**src/rtl/kmbox_proto_pkg.sv**
```systemverilog
// Bridge <-> KMBox UART protocol constants and state encodings.
// Shared by the bridge sender and the KMBox responder.
package kmbox_proto_pkg;

  localparam logic [7:0] SYNC       = 8'hBD;
  localparam logic [7:0] CMD_MOVE   = 8'h01;
  localparam logic [7:0] CMD_BUTTON = 8'h02;
  localparam logic [7:0] CMD_PING   = 8'hFE;

  localparam int LEN_MOVE   = 2;
  localparam int LEN_BUTTON = 1;
  localparam int LEN_PING   = 0;

  typedef enum logic [1:0] {
    P_IDLE,
    P_GOT_SYNC,
    P_PAY0,
    P_PAY1
  } parse_st_e;

  typedef enum logic [2:0] {
    TX_IDLE,
    TX_SYNC,
    TX_WAIT,
    TX_CMD,
    TX_DONE
  } tx_st_e;

  // Payload length of a command; -1 marks an unknown code.
  function automatic int pay_len(input logic [7:0] cmd);
    int len;
    len = -1;
    if (cmd == CMD_MOVE)   len = LEN_MOVE;
    if (cmd == CMD_BUTTON) len = LEN_BUTTON;
    if (cmd == CMD_PING)   len = LEN_PING;
    return len;
  endfunction

endpackage

```
**src/rtl/kmbox_reply_tx.sv**
```systemverilog
// PING reply sequencer: emits SYNC then CMD_PING, one byte per
// tx_ready window, with a guard cycle after each byte.
module kmbox_reply_tx
  import kmbox_proto_pkg::*;
(
  input  logic       clk,
  input  logic       rst,
  input  logic       req,
  input  logic       tx_ready,
  output logic       busy,
  output logic       tx_valid,
  output logic [7:0] tx_data
);

  tx_st_e st_q, st_d;

  always_ff @(posedge clk or posedge rst) begin
    if (rst) st_q <= TX_IDLE;
    else     st_q <= st_d;
  end

  always_comb begin
    st_d = st_q;
    unique case (st_q)
      TX_IDLE: if (req)      st_d = TX_SYNC;
      TX_SYNC: if (tx_ready) st_d = TX_WAIT;
      TX_WAIT:               st_d = TX_CMD;
      TX_CMD:  if (tx_ready) st_d = TX_DONE;
      TX_DONE:               st_d = TX_IDLE;
      default:               st_d = TX_IDLE;
    endcase
  end

  always_comb begin
    busy     = (st_q != TX_IDLE);
    tx_valid = 1'b0;
    tx_data  = 8'h00;
    if (st_q == TX_SYNC && tx_ready) begin
      tx_valid = 1'b1;
      tx_data  = SYNC;
    end
    if (st_q == TX_CMD && tx_ready) begin
      tx_valid = 1'b1;
      tx_data  = CMD_PING;
    end
  end

endmodule

```
**src/rtl/kmbox_cmd_responder.sv**
```systemverilog
// KMBox-side frame parser: MOVE/BUTTON strobes, PING echo,
// link liveness and a saturating protocol error counter.
module kmbox_cmd_responder
  import kmbox_proto_pkg::*;
#(
  parameter int CLK_FREQ     = 48_000_000,
  parameter int BYTE_TIMEOUT = CLK_FREQ / 1000,
  parameter int PING_TIMEOUT = CLK_FREQ * 5
) (
  input  logic       clk,
  input  logic       rst,
  input  logic [7:0] rx_data,
  input  logic       rx_valid,
  output logic [7:0] tx_data,
  output logic       tx_valid,
  input  logic       tx_ready,
  output logic       move_valid,
  output logic [7:0] move_dx,
  output logic [7:0] move_dy,
  output logic       btn_valid,
  output logic [7:0] btn_state,
  output logic       link_alive,
  output logic [7:0] err_count
);

  localparam int BW = $clog2(BYTE_TIMEOUT + 1);
  localparam int PW = $clog2(PING_TIMEOUT + 1);
  localparam logic [BW-1:0] BT_LAST = BW'(BYTE_TIMEOUT - 1);
  localparam logic [PW-1:0] PT_MAX  = PW'(PING_TIMEOUT);

  parse_st_e st_q, st_d;
  logic [7:0]    cmd_q, cmd_d, dx_q, dx_d;
  logic          mv_q, mv_d, bv_q, bv_d;
  logic [7:0]    mdx_q, mdx_d, mdy_q, mdy_d;
  logic [7:0]    btn_q, btn_d, err_q, err_d;
  logic          alive_q, alive_d, req_q, req_d;
  logic [BW-1:0] btmr_q, btmr_d;
  logic [PW-1:0] ptmr_q, ptmr_d;

  logic in_sync, ping_fire, cmd_err, move_fire, btn_fire;
  logic byte_exp, drop, busy;

  always_ff @(posedge clk or posedge rst) begin
    if (rst) begin
      st_q    <= P_IDLE;
      cmd_q   <= 8'h00;
      dx_q    <= 8'h00;
      mv_q    <= 1'b0;
      bv_q    <= 1'b0;
      mdx_q   <= 8'h00;
      mdy_q   <= 8'h00;
      btn_q   <= 8'h00;
      err_q   <= 8'h00;
      alive_q <= 1'b0;
      req_q   <= 1'b0;
      btmr_q  <= '0;
      ptmr_q  <= '0;
    end else begin
      st_q    <= st_d;
      cmd_q   <= cmd_d;
      dx_q    <= dx_d;
      mv_q    <= mv_d;
      bv_q    <= bv_d;
      mdx_q   <= mdx_d;
      mdy_q   <= mdy_d;
      btn_q   <= btn_d;
      err_q   <= err_d;
      alive_q <= alive_d;
      req_q   <= req_d;
      btmr_q  <= btmr_d;
      ptmr_q  <= ptmr_d;
    end
  end

  // A byte landing in the expiry cycle takes priority over the timeout.
  always_comb begin
    st_d = st_q;
    if (rx_valid) begin
      unique case (st_q)
        P_IDLE:
          if (rx_data == SYNC) st_d = P_GOT_SYNC;
        P_GOT_SYNC:
          if (rx_data == SYNC)          st_d = P_GOT_SYNC;
          else if (pay_len(rx_data) > 0) st_d = P_PAY0;
          else                          st_d = P_IDLE;
        P_PAY0:
          st_d = (pay_len(cmd_q) > 1) ? P_PAY1 : P_IDLE;
        P_PAY1:
          st_d = P_IDLE;
        default:
          st_d = P_IDLE;
      endcase
    end else if (byte_exp) begin
      st_d = P_IDLE;
    end
  end

  always_comb begin
    in_sync   = rx_valid && (st_q == P_GOT_SYNC);
    ping_fire = in_sync && (rx_data == CMD_PING);
    cmd_err   = in_sync && (rx_data != SYNC)
                && (pay_len(rx_data) < 0);
    move_fire = rx_valid && (st_q == P_PAY1);
    btn_fire  = rx_valid && (st_q == P_PAY0)
                && (cmd_q == CMD_BUTTON);
    byte_exp  = !rx_valid && (st_q != P_IDLE)
                && (btmr_q == BT_LAST);
    drop      = req_q && busy;

    cmd_d = cmd_q;
    if (in_sync && pay_len(rx_data) > 0) cmd_d = rx_data;
    dx_d = dx_q;
    if (rx_valid && st_q == P_PAY0 && cmd_q == CMD_MOVE)
      dx_d = rx_data;

    mv_d  = move_fire;
    mdx_d = move_fire ? dx_q : mdx_q;
    mdy_d = move_fire ? rx_data : mdy_q;
    bv_d  = btn_fire;
    btn_d = btn_fire ? rx_data : btn_q;

    if (rx_valid || byte_exp || st_q == P_IDLE) btmr_d = '0;
    else                                       btmr_d = btmr_q + 1'b1;

    if (ping_fire)            ptmr_d = '0;
    else if (ptmr_q == PT_MAX) ptmr_d = ptmr_q;
    else                      ptmr_d = ptmr_q + 1'b1;

    if (ping_fire)            alive_d = 1'b1;
    else if (ptmr_d == PT_MAX) alive_d = 1'b0;
    else                      alive_d = alive_q;

    req_d = ping_fire;

    err_d = err_q;
    if ((cmd_err || byte_exp || drop) && err_q != 8'hFF)
      err_d = err_q + 8'd1;
  end

  kmbox_reply_tx u_reply (
    .clk      (clk),
    .rst      (rst),
    .req      (req_q),
    .tx_ready (tx_ready),
    .busy     (busy),
    .tx_valid (tx_valid),
    .tx_data  (tx_data)
  );

  assign move_valid = mv_q;
  assign move_dx    = mdx_q;
  assign move_dy    = mdy_q;
  assign btn_valid  = bv_q;
  assign btn_state  = btn_q;
  assign link_alive = alive_q;
  assign err_count  = err_q;

endmodule

```
**config.mk**
```make
export PLATFORM = sky130hd
export DESIGN_NAME = kmbox_cmd_responder
export DESIGN_NICKNAME = d
export VERILOG_FILES = /design/src/rtl/kmbox_proto_pkg.sv /design/src/rtl/kmbox_reply_tx.sv /design/src/rtl/kmbox_cmd_responder.sv
export SDC_FILE = /design/constraint.sdc
export NUM_CORES = 1
export LEC_CHECK = 0
export ABC_AREA = 1
export ABC_CLOCK_PERIOD_IN_PS = 5200
export BUFFER_PORTS_ARGS = -buffer_cell sky130_fd_sc_hd__buf_2
export CAP_MARGIN = 20
export CORE_MARGIN = 2
export CORE_UTILIZATION = 35
export CTS_CLUSTER_SIZE = 8
export DETAILED_ROUTE_END_ITERATION = 12
export PLACE_DENSITY = 0.54
export SETUP_SLACK_MARGIN = 0.4
export SLEW_MARGIN = 20
export SYNTH_ARGS = -nofsm -noshare
export SYNTH_HDL_FRONTEND = slang
export SYNTH_SLANG_ARGS = --single-unit
```
**constraint.sdc**
```tcl
create_clock -name clk -period 5.2 [get_ports clk]
set_input_delay 0.78 -clock clk [delete_from_list [all_inputs] [get_ports clk]]
set_output_delay 0.78 -clock clk [all_outputs]
set_load 0.05 [all_outputs]
```
* Word-level counts from Yosys, hierarchy flattened
Index checks and enable logic that the tools add are counted.
Word-level totals: register bits 101, bits in latches 0, RAM bits 0, ROM bits 0, bits of input ports 12, word-level logic and storage cells 102, memories kept 0
Cells by class: $add $sub $neg 3, multipliers 0, div/mod/pow operators 0, magnitude comparators 4, eq/ne operators 22, shift-type cells 0, multiplexer cells 31, bitwise gates (word level) 0, reductions and logical operators 28
Operator list (number):
- 32-bit 2-to-1 mux | 11
- 32-bit by 1-bit greater-than comparator with 1-bit output (second input constant) | 2
- 28-bit equality test (second input constant) | 2
- 28-bit 2-to-1 mux | 2
- 32-bit by 2-bit greater-than comparator with 1-bit output (second input constant) | 1
- 32-bit by 1-bit < comparator with 1-bit output (second input constant) | 1
- 28-bit by 1-bit adder with 28-bit output (second input constant) | 1
- 8-bit equality test (second input constant) | 3
- 16-bit by 1-bit adder with 16-bit output (second input constant) | 1
- 16-bit equality test (second input constant) | 1
- 8-bit by 1-bit equality test with 1-bit output (second input constant) | 2
- 8-bit by 2-bit equality test with 1-bit output (second input constant) | 2
- 16-bit 2-to-1 mux | 1
- 8-bit 2-to-1 mux | 2
- 8-bit != test (second input constant) | 2
- 1-bit logical AND | 15
- 2-bit 2-to-1 mux | 6
- 3-bit one-hot mux with 4 select lines | 1
- 3-bit 2-to-1 mux | 3
- 8-bit by 1-bit adder with 8-bit output (second input constant) | 1
- 2-bit one-hot mux with 4 select lines | 1
- 3-bit by 2-bit equality test with 1-bit output (second input constant) | 2
- 2-bit != test (second input constant) | 3
- 2-bit nonzero test | 3
- other kinds (12) | 19

* Longest topological paths before layout
depth after elaboration 12, gate-level depth with buffers 16, gate-level depth less buffers 16

* Modules after synthesis
Synthesis repeated with hierarchy kept, for this count alone.
Unflattened totals: cells, all modules 695, area total of the unflattened synthesis 5315.1 um2
By module, submodules not included:
- kmbox_cmd_responder | instances 1, cells each 666, area each 5111.2 um2, sequential area each 2452.4 um2
- kmbox_reply_tx | instances 1, cells each 29, area each 203.9 um2, sequential area each 75.1 um2

* Worst setup path after synthesis
Ideal clock, no wire load.
path kind input to output, start in tx_ready, end out tx_data[6], arrival 2.777 ns, data required time 4.420 ns, path slack 1.643 ns, stages on the path 3, path buffers 1, cells stage by stage inv_1 -> nor4_1 -> buf_4
On the way: longest elaborated chain between the ends 2
Ends and longest elaborated chain:
- start, declared | RTL line kmbox_cmd_responder.sv:16 | input logic tx_ready,
- 1-bit logical AND | RTL line kmbox_reply_tx.sv:42 | if (st_q == TX_CMD && tx_ready) begin
- 8-bit 2-to-1 mux | RTL line kmbox_reply_tx.sv:42
- end, declared | RTL line kmbox_cmd_responder.sv:14 | output logic [7:0] tx_data,
No other way between the ends.

* Worst setup path in the final report
start in tx_ready, end out tx_data[4]
On the way: longest elaborated chain between the ends 3, elaborated cells on any way between the ends 4, classes of those cells 2 x mux; 2 x reduce/logical
Ends and longest elaborated chain:
- 1-bit logical AND | RTL line kmbox_reply_tx.sv:38 | if (st_q == TX_SYNC && tx_ready) begin
- 8-bit 2-to-1 mux | RTL line kmbox_reply_tx.sv:38
- 8-bit 2-to-1 mux (*) | RTL line kmbox_reply_tx.sv:42
Mark *: on every way between the ends. The rest lies on a longest branch, timed or not.

==> flow_summary.toml <==
[logic_synthesis]
post_synth_main_area_contributors = "dfrtp_1 49%, nand2_1 14%, inv_1 6.8%"
postSynthAreaPerCell_sq_um = 7.68
synth_sequential_area_ratio = 0.488
netlist_area_sq_um = 5180
yosysWarningCount = 0
syn-num-nets = 691
synthDistinctLibCells = 37
yosys_register_bits = 101
synthesis.instances = 675
synth_largest_area_cell = "dfrtp_1"
yosysTopAreaCellShare = 0.488

[global_routing]
grt_use_total = 0.154
initial_antenna_violation_count = 0
grt_pass1_vias = 4277
grt_start_max_net_pins = 59
grt_first_pass_wirelength_um = 20100
grt_overflow = 0

[worst_setup_path]
setup.worst_path.start_class = "input port"
required_worst_endpoint_ns = 4.42
crit_arrival_ns = 1.61
criticalPathCategory = "in -> out"
cp-end-kind = "output pin"
worst-path-max-fanout = 6

[cts]
tritoncts_clock_tree = "built"
clock_tree.htree_level_count = 3
clock_tree.root_cell = "clkbuf_16"
post_cts.resized_instances = 0
cts.repair_timing.setup_buffer_count = 0
number_of_buffers_created_by_cts = 9
clock_insertion_delay_worst_skew_ns = 0.35
hold_buffers_post_cts = 0
cts.clk_slew.worst_paths_ns = 0.07
cts_num_sinks = 101
cts.path.max_buffers = 2

[timing]
clock_skew_ns = 0.00880
final_setup_violation_count = 0
finalHoldViolCount = 0
setup-tns-final_ns = 0
worst_slew_pin_slew_ns = 0.712
grt_setup_unrepaired = "no"
slew_headroom = 0.525
minimum_period_implied_by_the_final_worst_setup_slack_ns = 2.39
report.final.slew_viol_count = 0
layout_worst_path_cycle_share = 0.460
fmax_mhz = 418

[min_path]
path_category_of_the_worst_min_delay_check = "reg -> reg"

[die]
die_area_sq_um = 15800
die_width_um = 126
row_count = 44
placeableCoreArea_sq_um = 14500
ios = 56
die_height_um = 126
initial_utilization = 0.358

[place]
port-buffer-count = 55
globalplace.congestion = 0.861
place_hpwl_um = 8560

[final_layout]
finalCoreUtilization = 0.408
post_route_cells_drive_above_1_share = 0.150
flow.area_growth_from_synthesis_pct = 14.1
antenna_cells = 0
layout.nets = 745
fillcell_total = 1469

[detailed_routing]
drt-initial-drc-count = 343
wire_per_inst_um = 12.4
totalWireLength_um = 11400
route.detailed.drc = 0
num_vias = 4403
route.antenna.remaining_nets = 0
detail_route.first_pass.iterations = 4
detail_route.vias_per_cell = 4.80

[run]
maxCapViolations = 0

[power]
ir_drop_v = 0.000166
powerDensity_nw_per_um2 = 342
leakagePower_nw = 3.10

[status]
run_status = "finished, final reports clean"
[final timing paths]
path	start	endpoint	slack, ns	cells past startpoint
max in group asynchronous	rst	err_count[3]	3.62	3
worst max register to register	ptmr_q[0]	link_alive	2.88	14
min in group asynchronous	rst	ptmr_q[16]	0.55	2
worst max-delay path	tx_ready	tx_data[4]	2.81	4
worst min register to register	btmr_q[0]	btmr_q[0]	0.46	1
worst min-delay path	btmr_q[0]	btmr_q[0]	0.46	1
[cell usage after synthesis]
master and instances:
nor3b_1 5, inv_1 94, nor4_1 5, nor3_4 1, o211ai_1 1, nor2_2 12, nor3_2 3, ha_1 4
a31oi_1 2, o21bai_1 2, nor2_1 76, nand2_2 7, a21oi_1 10, inv_2 3, nand2_1 200, nand3_2 4
and3b_1 1, and2_1 1, dfrtp_1 101, nand3_1 46, clkbuf_1 4, a21oi_2 1, buf_4 6, nor3_1 16
or2_2 1, o21ai_0 31, a22o_1 1, o21ai_2 1, xor2_1 6, buf_6 1, buf_2 2, and3_1 1
nor2_4 4, o21ai_1 4, nand4_1 11, o21a_1 2, xnor2_1 5
[cells in the final DEF (no fill, tap or decap), types with 4 or more instances in the layout]
cell         n
nand2_1    200
nor2_4       4
nand2_2      7
o21ai_1      4
dfrtp_1    101
inv_1       93
nor3b_1      5
nor3_1      16
nand3_1     46
buf_2       55
nand3_2      4
ha_1         4
nor2_1      76
o21ai_0     31
nor4_1       5
nor2_2      12
xor2_1       6
nand4_1     11
clkbuf_16    9
a21oi_1     10
xnor2_1      5
[where the power goes]
group	internal, mW	switching, mW	total [mW]
registers	0.845	0.0676	0.913
clock network	0.346	0.317	0.664
logic	0.115	0.329	0.445
[logic make-up after synthesis]
| family | count (synthesis) | share of synthesized area |
|---|---|---|
| adder cells (fa/ha/maj) | 4 | 0.00966 |
| buffers and inverters | 110 | 0.0859 |
| AND/OR/NAND/NOR | 394 | 0.340 |
| AO/OA/AOI/OAI | 55 | 0.0582 |
| XOR/XNOR | 11 | 0.0186 |
| flip-flops | 101 | 0.488 |
[critical path, cell delays in order]
cell	delay, ns
buf_2	0.07
inv_1	0.07
nor3_1	0.34
buf_2	0.35
[sequential cells by signal (all words and copies together) (netlist names), 2 cells and up]
register and flops:
err_count 8, cmd_q 8, btn_state 8, btmr_q 16, ptmr_q 28, st_q 2
move_dx 8, move_dy 8, u_reply.st_q 3, dx_q 8
[layout make-up]
type / instances / area [sq um] / area share
inverter: 97 / 367 / 0.0620
tap: 184 / 230 / 0.0390
timing repair buffer: 56 / 283 / 0.0478
sequential: 101 / 2530 / 0.428
multi-input combinational: 464 / 2210 / 0.374
clock inverter: 6 / 55.1 / 0.00931
clock buffer: 10 / 239 / 0.0404
[routing by layer]
metal	up-vias	wire length [um]	global-route usage
met1	2070	5560	0.214
met5	-	0	0
met2	90	5140	0.242
li1	2229	-	-
met3	14	481	0.0200
met4	0	237	0.0680
[stage by stage]
stage	power, mW	cells	instance area [sq um]	hold slack (ns)	worst slack, ns
2_1_floorplan	1.29	675	5180	0.428	1.64
3_3_place_gp	1.37	902	5620	0.444	2.60
3_5_place_dp	1.38	902	5620	0.451	2.55
4_1_cts	2.05	918	5910	0.465	2.79
5_1_grt	2.14	918	5910	0.490	2.62
6_report	2.02	918	5910	0.460	2.81
Note: power is estimated with default switching activity, not from simulation.
